--- src/rtl/cam_cache_rr.sv ---
// Fully associative tag/data cache: one-cycle registered lookup, write-allocate with round-robin
// victim selection, invalidate-by-tag, occupancy count and eviction report. Macro CAM_CACHE_STATS_EN adds hit/miss counters.
module cam_cache_rr #(
  parameter int WORDS     = 8,
  parameter int BITS      = 8,
  parameter int TAG_SZ    = 8,
  parameter int ADDR_LEFT = $clog2(WORDS) - 1,
  parameter int CNT_W     = $clog2(WORDS + 1)
) (
  input  logic              clk,
  input  logic              rst_,
  input  logic              read,
  input  logic [TAG_SZ-1:0] check_tag,
  input  logic              write_,
  input  logic [TAG_SZ-1:0] new_tag,
  input  logic [BITS-1:0]   wdata,
  input  logic              inval,
  output logic [BITS-1:0]   data,
  output logic              found_it,
  output logic              rd_valid,
  output logic              full,
  output logic [CNT_W-1:0]  count,
  output logic              evict,
  output logic [TAG_SZ-1:0] evict_tag
`ifdef CAM_CACHE_STATS_EN
  ,
  input  logic              stats_clr,
  output logic [15:0]       hit_cnt,
  output logic [15:0]       miss_cnt
`endif
);

  localparam int IDX_W = ADDR_LEFT + 1;

  logic [WORDS-1:0]  val_q, val_d;
  logic [TAG_SZ-1:0] tag_q [WORDS];
  logic [BITS-1:0]   mem_q [WORDS];
  logic [IDX_W-1:0]  rr_q;

  logic [BITS-1:0]   data_q;
  logic              found_q;
  logic              rd_valid_q;
  logic [CNT_W-1:0]  count_q, count_d;
  logic              full_q;
  logic              evict_q;
  logic [TAG_SZ-1:0] evict_tag_q;

  logic [WORDS-1:0]  rd_hit, wr_hit;
  logic              rd_any, wr_any, free_any;
  logic [IDX_W-1:0]  rd_idx, wr_idx, free_idx, wr_sel;
  logic              write_en, inval_en, wr_case3;

  genvar gi;
  generate
    for (gi = 0; gi < WORDS; gi++) begin : g_match
      assign rd_hit[gi] = val_q[gi] && (tag_q[gi] == check_tag);
      assign wr_hit[gi] = val_q[gi] && (tag_q[gi] == new_tag);
    end
  endgenerate

  // Descending scans so the lowest matching index is the one left standing.
  always_comb begin
    rd_any   = 1'b0;
    rd_idx   = '0;
    wr_any   = 1'b0;
    wr_idx   = '0;
    free_any = 1'b0;
    free_idx = '0;
    for (int i = WORDS - 1; i >= 0; i--) begin
      if (rd_hit[i]) begin
        rd_any = 1'b1;
        rd_idx = IDX_W'(i);
      end
      if (wr_hit[i]) begin
        wr_any = 1'b1;
        wr_idx = IDX_W'(i);
      end
      if (!val_q[i]) begin
        free_any = 1'b1;
        free_idx = IDX_W'(i);
      end
    end
  end

  always_comb begin
    write_en = !write_;
    inval_en = inval && write_;
    wr_case3 = !wr_any && !free_any;
    wr_sel   = wr_any ? wr_idx : (free_any ? free_idx : rr_q);
    val_d    = val_q;
    if (write_en) begin
      val_d[wr_sel] = 1'b1;
    end else if (inval_en) begin
      val_d = val_q & ~rd_hit;
    end
    count_d = '0;
    for (int i = 0; i < WORDS; i++) begin
      count_d = count_d + CNT_W'(val_d[i]);
    end
  end

  always_ff @(posedge clk or negedge rst_) begin
    if (!rst_) begin
      val_q       <= '0;
      rr_q        <= '0;
      data_q      <= '0;
      found_q     <= 1'b0;
      rd_valid_q  <= 1'b0;
      count_q     <= '0;
      full_q      <= 1'b0;
      evict_q     <= 1'b0;
      evict_tag_q <= '0;
      for (int i = 0; i < WORDS; i++) begin
        tag_q[i] <= '0;
        mem_q[i] <= '0;
      end
    end else begin
      rd_valid_q <= read;
      if (read) begin
        data_q  <= rd_any ? mem_q[rd_idx] : '0;
        found_q <= rd_any;
      end
      val_q   <= val_d;
      count_q <= count_d;
      full_q  <= (count_d == CNT_W'(WORDS));
      evict_q <= write_en && wr_case3;
      if (write_en) begin
        tag_q[wr_sel] <= new_tag;
        mem_q[wr_sel] <= wdata;
        if (wr_case3) begin
          evict_tag_q <= tag_q[rr_q];
          rr_q        <= (rr_q == IDX_W'(WORDS - 1)) ? '0 : rr_q + IDX_W'(1);
        end
      end
    end
  end

`ifdef CAM_CACHE_STATS_EN
  logic [15:0] hit_cnt_q, miss_cnt_q;

  always_ff @(posedge clk or negedge rst_) begin
    if (!rst_) begin
      hit_cnt_q  <= '0;
      miss_cnt_q <= '0;
    end else if (stats_clr) begin
      hit_cnt_q  <= '0;
      miss_cnt_q <= '0;
    end else if (read) begin
      if (rd_any && hit_cnt_q != 16'hFFFF) hit_cnt_q <= hit_cnt_q + 16'd1;
      if (!rd_any && miss_cnt_q != 16'hFFFF) miss_cnt_q <= miss_cnt_q + 16'd1;
    end
  end

  assign hit_cnt  = hit_cnt_q;
  assign miss_cnt = miss_cnt_q;
`endif

  assign data      = data_q;
  assign found_it  = found_q;
  assign rd_valid  = rd_valid_q;
  assign full      = full_q;
  assign count     = count_q;
  assign evict     = evict_q;
  assign evict_tag = evict_tag_q;

endmodule

--- config.mk ---
export PLATFORM = sky130hd
export DESIGN_NAME = cam_cache_rr
export DESIGN_NICKNAME = d
export VERILOG_FILES = /design/src/rtl/cam_cache_rr.sv
export SDC_FILE = /design/constraint.sdc
export NUM_CORES = 1
export LEC_CHECK = 0
export ABC_AREA = 1
export BUFFER_PORTS_ARGS = -buffer_cell sky130_fd_sc_hd__buf_2
export CAP_MARGIN = 10
export CORE_UTILIZATION = 55
export CTS_BUF_LIST = sky130_fd_sc_hd__clkbuf_2
export CTS_CLUSTER_DIAMETER = 120
export DETAILED_ROUTE_END_ITERATION = 8
export GPL_TIMING_DRIVEN = 0
export PLACE_DENSITY = 0.83
export REMOVE_ABC_BUFFERS = 1
export SLEW_MARGIN = 20
export SYNTH_ARGS = -nofsm -noshare
export SYNTH_HDL_FRONTEND = slang
export SYNTH_SLANG_ARGS = --single-unit
export TNS_END_PERCENT = 50
--- constraint.sdc ---
create_clock -name clk -period 13.85 [get_ports clk]
set_input_delay 0.6925 -clock clk [delete_from_list [all_inputs] [get_ports clk]]
set_output_delay 0.6925 -clock clk [all_outputs]
set_load 0.01 [all_outputs]
# Word-level counts from Yosys, hierarchy flattened

Cells that the tools add are included.

Latch bits: 0
Output and inout bits: 24
Flip-flop bits (word level): 163
Logic and storage cells: 155
Input port bits: 29
Memory bits (writable): 0
Memories: 0
Memory bits (read-only): 0

Magnitude comparators: 6
Bitwise gates (word level): 7
Equality and inequality tests: 18
Muxes and demuxes: 66
Divide/modulo/power cells: 0
Shift-type cells: 0
Reductions and logical operators: 25
Multipliers: 0
$add $sub $neg: 8

Operators by type and width:

| operator              | count |
|---|---|
| $bwmux W64            | 2 |
| $eq A8 B8 Y1          | 16 |
| $mux W3               | 27 |
| $mux W8               | 8 |
| $bmux W8 S3           | 2 |
| $mux W1               | 25 |
| $demux W8 S3          | 1 |
| $logic_and A1 B1 Y1   | 21 |
| $add A4 B1 Y4         | 4 |
| $ge A4 B4 Y1 const B  | 3 |
| $not A3 Y4            | 3 |
| $and A8 B8 Y8         | 1 |
| $not A8 Y8            | 1 |
| $or A8 B8 Y8          | 1 |
| $add A3 B1 Y4         | 1 |
| $eq A4 B4 Y1 const B  | 1 |
| $lt A3 B4 Y1 const B  | 1 |
| $lt A4 B1 Y1 const B  | 1 |
| $add A2 B1 Y3         | 1 |
| $add A3 B1 Y3 const B | 1 |
| $demux W1 S3          | 1 |
| $eq A3 B3 Y1 const B  | 1 |
| $ge A3 B1 Y1 const B  | 1 |
| $logic_not A1 Y1      | 3 |
| other kinds (3)       | 3 |

# Longest topological paths before layout

Depth after elaboration: 25
Gate-level depth with buffers: 28
Mapped depth without buffers: 27

# Least setup slack after synthesis

OpenSTA, ideal clock, no wires.

Path type: input -> register
Start: input new_tag[3]
End: register full_q (netlist: full)
Cell stages on the path: 27
Arrival: 4925 ps
Slack: 8800 ps
Library setup time: 125 ps
Path buffers: 2
Cells stage by stage: buf_2 -> inv_2 -> nand2_1 -> nand2_1 -> nor4_1 -> nand3_1 -> nand3_1 -> nand2_1 -> nand2_1 -> nand2_1 -> nand2_1 -> nand2_1 -> nand2_2 -> nand2_1 -> nand2_1 -> buf_2 -> nand2_1 -> fa_1 -> inv_1 -> fa_1 -> fa_1 -> inv_1 -> ha_1 -> inv_1 -> fa_1 -> inv_1 -> a2111oi_0

Longest elaborated chain between the ends: 25
Elaborated cells between the ends (all ways): 48

RTL lines:

| item                                                               | RTL line | RTL |
|---|---|---|
| from (decl)                                                        | 15       | `input logic [TAG_SZ-1:0] new_tag,` |
| $eq A8 B8 Y1                                                       | 57       | `assign wr_hit[gi] = val_q[gi] && (tag_q[gi] == new_tag);` |
| $logic_and A1 B1 Y1                                                | 57       |  |
| $mux W3 or $mux W1 (tied branches) (8 in series)                   | 74       | `if (wr_hit[i]) begin` |
| $mux W3 (*)                                                        | 89       | `wr_sel = wr_any ? wr_idx : (free_any ? free_idx : rr_q);` |
| $lt A3 B4 Y1 (implied by the code) or $ge A3 B1 Y1 (tied branches) | 92       | `val_d[wr_sel] = 1'b1;` |
| $logic_and A1 B1 Y1 (implied by the code)                          | 92       |  |
| $mux W1 (implied by the code)                                      | 92       |  |
| $demux W1 S3 (*)                                                   | 92       |  |
| $or A8 B8 Y8 (no line) (*)                                         | n/a      |  |
| $mux W8 (*)                                                        | 91       | `if (write_en) begin` |
| via val_d[0]                                                       | 35       | `logic [WORDS-1:0] val_q, val_d;` |
| $add A1 B1 Y2 (*)                                                  | 98       | `count_d = count_d + CNT_W'(val_d[i]);` |
| $add A2 B1 Y3 (*)                                                  | 98       |  |
| $add A3 B1 Y4 (*)                                                  | 98       |  |
| $add A4 B1 Y4 (*) (4 in series)                                    | 98       |  |
| via count_d[1]                                                     | 43       | `logic [CNT_W-1:0] count_q, count_d;` |
| $eq A4 B4 Y1 (*)                                                   | 125      | `full_q <= (count_d == CNT_W'(WORDS));` |
| to (signal assigned)                                               | 125      |  |
| to (decl)                                                          | 44       | `logic full_q;` |

Mark *: on every way through the listed nets, which the timed path passes. The rest lies on a longest branch.
A chain may end at the register's enable or synchronous reset.

# Worst setup path after layout

Start: register tag_q[61] in the netlist's numbering
End: register full_q (netlist: full)

Longest elaborated chain between the ends: 18
Elaborated cells between the ends (all ways): 25

RTL lines:

| item                                                               | RTL line | RTL |
|---|---|---|
| from (decl)                                                        | 36       | `logic [TAG_SZ-1:0] tag_q [WORDS];` |
| from (signal, indexed assignment)                                  | 128      | `tag_q[wr_sel] <= new_tag;` |
| $eq A8 B8 Y1                                                       | 57       |  |
| $logic_and A1 B1 Y1                                                | 57       |  |
| $mux W3 or $mux W1 (tied branches)                                 | 74       |  |
| $mux W3                                                            | 89       |  |
| $lt A3 B4 Y1 (implied by the code) or $ge A3 B1 Y1 (tied branches) | 92       |  |
| $logic_and A1 B1 Y1 (implied by the code)                          | 92       |  |
| $mux W1 (implied by the code)                                      | 92       |  |
| $demux W1 S3                                                       | 92       |  |
| $or A8 B8 Y8 (no line)                                             | n/a      |  |
| $mux W8 (*)                                                        | 91       |  |
| via val_d[0]                                                       | 35       |  |
| $add A1 B1 Y2 (*)                                                  | 98       |  |
| $add A2 B1 Y3 (*)                                                  | 98       |  |
| $add A3 B1 Y4 (*)                                                  | 98       |  |
| $add A4 B1 Y4 (*) (4 in series)                                    | 98       |  |
| via count_d[1]                                                     | 43       |  |
| $eq A4 B4 Y1 (*)                                                   | 125      |  |

Marks and branches as above.

==> load_flow_metrics.sql <==
INSERT INTO impl_metrics (metric_group, metric, value, unit) VALUES
('min_path', 'hold_path_end', 'mem_q[18]$_DFFE_PN0P_', ''),
('timing', 'finalHoldWorstSlack', '0.0960', 'ns'),
('placement', 'detailed_place_hpwl', '18100', 'um'),
('cells_and_area', 'layout_commonest_cell', 'nand2_1', ''),
('timing', 'drv_slew', '0', ''),
('die', 'rows', '48', ''),
('critical_path', 'critPathMaxFanout', '54', ''),
('clock_network', 'cts_htree_levels', '4', ''),
('cells_and_area', 'final_core_utilization', '0.594', ''),
('power', 'post-layout-total-power', '2.65', 'mW'),
('clock_network', 'post_cts_resized', '0', ''),
('cells_and_area', 'layout.cells.most_common_list', 'nand2_1 (380), dfrtp_1 (161), inv_1 (119), nand3_1 (104), o21ai_1 (73)', ''),
('critical_path', 'ff2ff_setup_slack', '7.09', 'ns'),
('route', 'initialDrtViolationCount', '1126', ''),
('logic_synthesis', 'synth-seq-area-share', '0.424', ''),
('critical_path', 'critPathLaunchType', 'register', ''),
('logic_synthesis', 'synth_flop_cell', 'dfrtp_1', ''),
('critical_path', 'cp_num_buf_inv', '6', ''),
('timing', 'timing.final.hold_violations', '0', ''),
('run', 'number_of_maximum_capacitance_violations', '0', ''),
('die', 'die_area', '0.0180', 'mm^2'),
('timing', 'fin_crit_sh', '0.488', ''),
('cells_and_area', 'nFillCells', '1606', ''),
('logic_synthesis', 'async_set_or_reset_flop_fraction_in_the_synthesized_netlist', '1.00', ''),
('cells_and_area', 'layout-drive-gt1-share', '0.0930', ''),
('grt', 'grt_start_max_net_pins', '89', ''),
('logic_synthesis', 'ys_warn_count', '0', ''),
('cells_and_area', 'flow.area_growth_from_synthesis', '6.06', '%'),
('critical_path', 'critPathRequiredTime', '14.60', 'ns'),
('critical_path', 'r2r_end', 'full$_DFF_PN0_', ''),
('min_path', 'worstHoldPathType', 'input port to register', ''),
('route', 'drt.antenna.violating_nets', '0', ''),
('timing', 'max-slew-margin-rel', '0.197', ''),
('route', 'vias_per_cell', '5.96', ''),
('clock_network', 'cts_tree', 'built', ''),
('critical_path', 'end_kind', 'register', ''),
('placement', 'io_buffers', '52', ''),
('clock_network', 'post_cts_buffers', '0', ''),
('logic_synthesis', 'syn_inst', '1289', ''),
('clock_network', 'clkSlewWorstSetupHoldPaths', '0.26', 'ns'),
('route', 'detailedRoute.firstPassIterationCount', '6', ''),
('grt', 'grt_pass1_wl', '44300', 'um'),
('timing', 'worst_pin_slew', '1.20', 'ns'),
('clock_network', 'clockBufferDepth', '2', ''),
('critical_path', 'worst_r2r_path_depth', '21', ''),
('critical_path', 'path_cells', 'inv_1, o22ai_1, nor3_1, nand4_4, nand2_2, nor2_2, nand2_2, inv_2, nor2_4, nand2_2, nand2_1, fa_1, inv_1, fa_1, fa_1, inv_1, ha_1, inv_1, fa_1, inv_1, a2111oi_0', ''),
('logic_synthesis', 'synth-edff-count', '0', ''),
('power', 'power.density_cell_area', '259', 'mW/mm^2'),
('route', 'detailed_route_via_count', '9102', ''),
('timing', 'fin_setup_tns', '0', 'ns'),
('critical_path', 'worstPathArrival', '7.50', 'ns'),
('logic_synthesis', 'synth.avg_cell_area', '7.47', 'um^2'),
('min_path', 'min-delay-start', 'wdata[2]', ''),
('critical_path', 'crit_path_category', 'register to register', ''),
('timing', 'grt_setup_unrepaired', 'no', ''),
('grt', 'antenna_found_initial', '1', ''),
('power', 'ir_worst_vdd', '0.000219', 'V'),
('critical_path', 'r2r_start', 'tag_q[61]$_DFFE_PN0P_', ''),
('placement', 'place.gp.congestion', '0.966', ''),
('critical_path', 'worst_path_largest_cell_delay', '0.83', 'ns'),
('placement', 'dpl_cell_area', '0.00990', 'mm^2'),
('placement', 'place_ws', '6.71', 'ns'),
('grt', 'globalRouteTotalUtil', '0.320', ''),
('grt', 'grt.overflow.total', '0', ''),
('logic_synthesis', 'synth.cell_area', '0.00963', 'mm^2'),
('route', 'routedWlPerCell', '18.1', 'um'),
('grt', 'number_of_global_route_vias_before_repair', '8182', ''),
('route', 'routed_wl', '27600', 'um'),
('timing', 'post-route-worst-setup-slack', '7.09', 'ns'),
('clock_network', 'worstSkewPairLatency', '0.84', 'ns'),
('status', 'run_status', 'complete, no violations', '');
[layout make-up]
cell class                      instances  area (um^2)  share of cell area
Inverter                              130          488              0.0478
Tap cell                              225          282              0.0276
Timing Repair Buffer                   56          345              0.0338
Clock inverter                         15          193              0.0189
Multi-Input combinational cell        920         4730               0.464
Antenna cell                            1         2.50            0.000245
Sequential cell                       163         4080               0.400
Clock buffer                           17         85.1             0.00833
[power breakdown]
group | switching [mW] | total, mW | internal, mW
sequential | 0.240 | 0.937 | 0.697
combinational | 0.944 | 1.41 | 0.462
clock | 0.194 | 0.302 | 0.108
[worst max path at each step]
stage	to	cells past startpoint	slack, ns	startpoint
finish	full$_DFF_PN0_	21	7.09	tag_q[61]$_DFFE_PN0P_
global route	full$_DFF_PN0_	21	6.79	tag_q[61]$_DFFE_PN0P_
floorplan	full$_DFF_PN0_	25	8.04	new_tag[1]
CTS	full$_DFF_PN0_	21	7.30	tag_q[61]$_DFFE_PN0P_
detailed placement	full$_DFF_PN0_	26	6.71	new_tag[5]
global placement	full$_DFF_PN0_	22	6.22	new_tag[7]
[kinds of logic after synthesis]
kind of cell | share of synthesized area
xor gates and xnor gates | 0.0664
buffers and inverters | 0.0867
adders and majority gates | 0.0148
and+or+nand+nor | 0.306
AOI/OAI and AO/OA | 0.103
DFF | 0.424
[routing by layer]
layer	global-route usage	up-vias	wire length, um
li1	-	4221	-
met1	0.459	4341	11900
met2	0.488	482	12500
met3	0.0593	58	2550
met4	0.108	0	655
met5	0	-	0
[state kept, by name, summed over array words and instances (netlist names), 3 cells and up]
signal and cells:
count 4, evict_tag 8, rr_q 3, tag_q 64
val_q 8, data 8, mem_q 64
[worst min-delay path, cell delays in order]
cell and delay (ns):
buf_2 0.12, nand4_1 0.08, nand2_1 0.05
[cell usage after synthesis (31+ instances only)]
cell | n | area [um^2]
xor2_1 | 36 | 315
inv_1 | 119 | 447
buf_2 | 40 | 200
xnor2_1 | 37 | 324
dfrtp_1 | 163 | 4080
o21ai_0 | 50 | 250
nand2_1 | 386 | 1450
o21ai_1 | 73 | 365
nand3_1 | 105 | 526
nand4_1 | 58 | 363
nor2_1 | 45 | 169
clkbuf_1 | 31 | 116
[what timing repair did]
| action | in CTS | in global routing |
|---|---|---|
| endpoints found under the setup margin | 0 | 0 |
| endpoints found under the hold margin | 76 | 0 |
| hold buffers | 2 | 0 |
Note: power is estimated with default switching activity, not from simulation.
